===== src/rtl/gray_counter.sv =====
// Up/down binary counter with registered Gray and binary outputs, a synchronous
// Gray-coded load and a one-cycle wrap pulse on roll-over in either direction.
module gray_counter #(
  parameter int WIDTH = 4
) (
  input  logic             clk,
  input  logic             rst,
  input  logic             en,
  input  logic             up,
  input  logic             load,
  input  logic [WIDTH-1:0] load_gray,
  output logic [WIDTH-1:0] gray,
  output logic [WIDTH-1:0] bin,
  output logic             wrap
);

  localparam logic [WIDTH-1:0] ONE      = WIDTH'(1);
  localparam logic [WIDTH-1:0] ALL_ONES = '1;

  logic [WIDTH-1:0] load_bin;
  logic [WIDTH-1:0] step_bin;
  logic [WIDTH-1:0] next_bin;
  logic             next_wrap;

  // Binary bit i of a Gray word is the XOR of all Gray bits from i up to the MSB.
  always_comb begin
    load_bin = '0;
    for (int i = 0; i < WIDTH; i++) begin
      load_bin[i] = ^(load_gray >> i);
    end
  end

  always_comb begin
    step_bin  = up ? (bin + ONE) : (bin - ONE);
    next_bin  = bin;
    next_wrap = 1'b0;
    if (load) begin
      next_bin = load_bin;
    end else if (en) begin
      next_bin  = step_bin;
      next_wrap = up ? (bin == ALL_ONES) : (bin == '0);
    end
  end

  // Gray is derived from the same next-state binary so both outputs share one register stage.
  always_ff @(posedge clk) begin
    if (rst) begin
      bin  <= '0;
      gray <= '0;
      wrap <= 1'b0;
    end else begin
      bin  <= next_bin;
      gray <= next_bin ^ (next_bin >> 1);
      wrap <= next_wrap;
    end
  end

endmodule

===== config.mk =====
export PLATFORM = sky130hd
export DESIGN_NAME = gray_counter
export DESIGN_NICKNAME = d
export VERILOG_FILES = /design/src/rtl/gray_counter.sv
export SDC_FILE = /design/constraint.sdc
export NUM_CORES = 1
export LEC_CHECK = 0
export BUFFER_PORTS_ARGS = -buffer_cell sky130_fd_sc_hd__buf_4
export CORE_AREA = 2 2 39 41
export CTS_BUF_LIST = sky130_fd_sc_hd__clkbuf_8
export DETAILED_ROUTE_END_ITERATION = 10
export DIE_AREA = 0 0 41 43
export GPL_TIMING_DRIVEN = 1
export PLACE_DENSITY = 0.67
export SYNTH_ARGS = -nofsm -noshare
export SYNTH_HDL_FRONTEND = slang
export SYNTH_SLANG_ARGS = --single-unit

===== constraint.sdc =====
create_clock -name clk -period 2.2 [get_ports clk]
set_clock_uncertainty 0.15 [all_clocks]
set_input_delay 0.22 -clock clk [delete_from_list [all_inputs] [get_ports clk]]
set_output_delay 0.22 -clock clk [all_outputs]
set_load 0.1 [all_outputs]

==> flow_metrics.tcl <==
set metrics [dict create \
    cp.arrival_ps 1990 \
    cpPeakStageDelay_ps 400 \
    initial_utilization 0.396 \
    worstSkewPairLatency_ps 230 \
    ys_async_sr_fraction 0 \
    rows 14 \
    reg2reg_depth 6 \
    ys_warn_count 0 \
    synth.distinct_cells 31 \
    clk_pin_slew_ps 50 \
    core-area_sq_um 1380 \
    syn_avg_cell_area_sq_um 9.13 \
    peakVddDrop_mv 0.404 \
    seqPwrFrac 0.277 \
    clock_sink_count 8 \
    finalCritPeriodShare 0.922 \
    grt_max_degree 12 \
    synth_cells 60 \
    dieArea_sq_um 1760 \
    worstHoldStart "rst" \
    postLayoutCellArea_sq_um 731 \
    cts_made_buffers 3 \
    hold_path_class "input port to flop" \
    ys.flop_type "dfxtp_1" \
    multiInputGateArea_sq_um 350 \
    drt-initial-drc-count 5 \
    grt_pass1_wl_mm 1.88 \
    final_layout_size_suffix_gt1_frac 0.333 \
    path_max_fanout 7 \
    wl_mm 1.17 \
    ff2ff_setup_slack_ps 170 \
    fmax_mhz 493 \
    reg2reg_from "bin[0]" \
    criticalPathCategory "flop to flop" \
    port_buffers 17 \
    syn-cell-area_sq_um 548 \
    drv_slew 0 \
    post_cts_buffers 0 \
    setup_viol 0 \
    vias_per_cell 5.23 \
    dpl_cell_area_sq_um 686 \
    drc 0 \
    pwr-share-clk 0.281 \
    fin_nets 91 \
    wire_per_inst_um 12.4 \
    endpoint "gray[2]" \
    track_usage 0.158 \
    crit_path_start "bin[0]" \
    cts-root-buf "clkbuf_8" \
    crit_chain "inv_1 -> fa_1 -> xnor2_1 -> a211o_1 -> and3_1 -> mux2_4" \
    fp.dieW_um 41 \
    grt.overflow.total 0 \
    hold_violations 0 \
    start_kind "flop" \
    die_y_um 43 \
    cp.required_ps 2160 \
    drv_cap 0 \
    ys_seq_area_frac 0.292 \
    cts_buffer_depth 2 \
    antenna_found_initial 0 \
    io-pin-count 18 \
    drt_pass1_iterations 4 \
    tns_ps 0 \
    n_antenna_cell 0 \
    worstReg2RegEnd "gray[2]" \
    p_int_uw 372 \
    rsz0062_at_grt "false" \
    cts_tree "done" \
    leakage_uw 0.000342 \
    status "finished, final reports clean" \
    power_switching_uw 276 \
    tightestPinTransition_ps 332 \
    grt_pass1_vias 441 \
    synth-edff-count 0 \
    synth-seq-cells 8 \
    syn_nets 72 \
    antenna_left 0 \
    switching_share 0.426 \
    vias 492 \
    numPlacedInstances 90 \
    cts_max_level 1 \
    most-common-layout-cells "17 x buf_4, 6 x inv_1, 5 x dfxtp_1" \
    power_density_nw_per_um2 888 \
    power_frac_comb 0.442 \
    layout_commonest_cell "buf_4" \
    fillCellCount 150 \
    period_minus_slack_ps 2030 \
    post-route-util 0.528 \
    place_congestion 0.780 \
    dp_hpwl_um 849 \
    end_kind "flop" \
    final_cell_count_no_fill 94 \
    synthToLayoutAreaGrowth_pct 33.3 \
    cts_resized 0 \
    slowest_stage "fa_1" \
    register_area_sq_um 169 \
    hold_buffers 0 \
    relSlewSlack 0.777 \
]
[state kept, by name (all words and copies together) (netlist names)]
name,flops
wrap,1
gray,4
bin,3
[worst min path at each step]
| stage | end | slack, ps | depth (start not counted) |
|---|---|---|---|
| final | bin[1] | 50 | 2 |
| after global routing | bin[1] | 50 | 2 |
| after CTS | bin[1] | 40 | 2 |
| after detailed placement | bin[1] | 290 | 2 |
| after global placement | bin[0] | 290 | 2 |
| after floorplan | bin[0] | 130 | 1 |
[logic make-up (layout without fill, tap and decap cells)]
group / Yosys count / in the layout / synth area share
AO/OA/AOI/OAI: 13 / 13 / 0.185
XOR/XNOR: 7 / 7 / 0.112
adder cells (fa/ha/maj): 3 / 3 / 0.0822
buffers and inverters: 8 / 26 / 0.0685
flip-flops: 8 / 8 / 0.292
multiplexers: 2 / 2 / 0.0479
AND/OR/NAND/NOR: 19 / 19 / 0.212
[cell usage after synthesis, drive strengths merged (2+ instances only)]
| cell | count | area [sq um] |
|---|---|---|
| dfxtp | 8 | 160 |
| inv | 5 | 18.8 |
| a211oi | 4 | 30.0 |
| nor2 | 4 | 15.0 |
| xnor2 | 4 | 35.0 |
| xor2 | 3 | 26.3 |
| a21o | 2 | 15.0 |
| a21oi | 2 | 10.0 |
| and2 | 2 | 12.5 |
| and3 | 2 | 12.5 |
| buf | 2 | 15.0 |
| ha | 2 | 25.0 |
| mux2 | 2 | 26.3 |
| nand3 | 2 | 10.0 |
[stage by stage]
| step | hold slack [ps] | power [uW] | setup slack, ps |
|---|---|---|---|
| after CTS | 42.1 | 656 | 178 |
| after detailed placement | 289 | 467 | 201 |
| after global placement | 288 | 466 | 193 |
| final | 49.5 | 649 | 173 |
| after global routing | 53.5 | 681 | 75.1 |
| after floorplan | 133 | 409 | 14.4 |
[metal layers]
layer	routed length, um	vias to the layer above	track usage
met2	555	15	0.250
met3	72	2	0.0628
li1	-	249	-
met1	523	226	0.191
met5	0	-	0
met4	12	0	0.0400
[critical path, delay by kind of cell, from the launching register on]
family                     cells  cell delay [ps]
adders and majority gates      1              400
xor gates and xnor gates       1              160
and+or+nand+nor                1              190
DFF                            1              380
AOI/OAI and AO/OA              1              310
muxes                          1              250
buffers and inverters          1               60
[final cells by class]
type                    count  share of cell area
multi-input cells          44               0.479
flip-flops and latches      8               0.231
repair buffers             17               0.175
clock buffers               3              0.0565
well taps                  16              0.0274
inverters                   5              0.0257
clock inverters             1             0.00514
[power groups by stage]
stage               sequential (uW)  clock (uW)  combinational [uW]
global route                    182         195                 304
finish                          180         182                 287
global placement                182           0                 284
detailed placement              182           0                 286
floorplan                       298           0                 112
CTS                             180         188                 288
(Power assumes the default switching activity.)
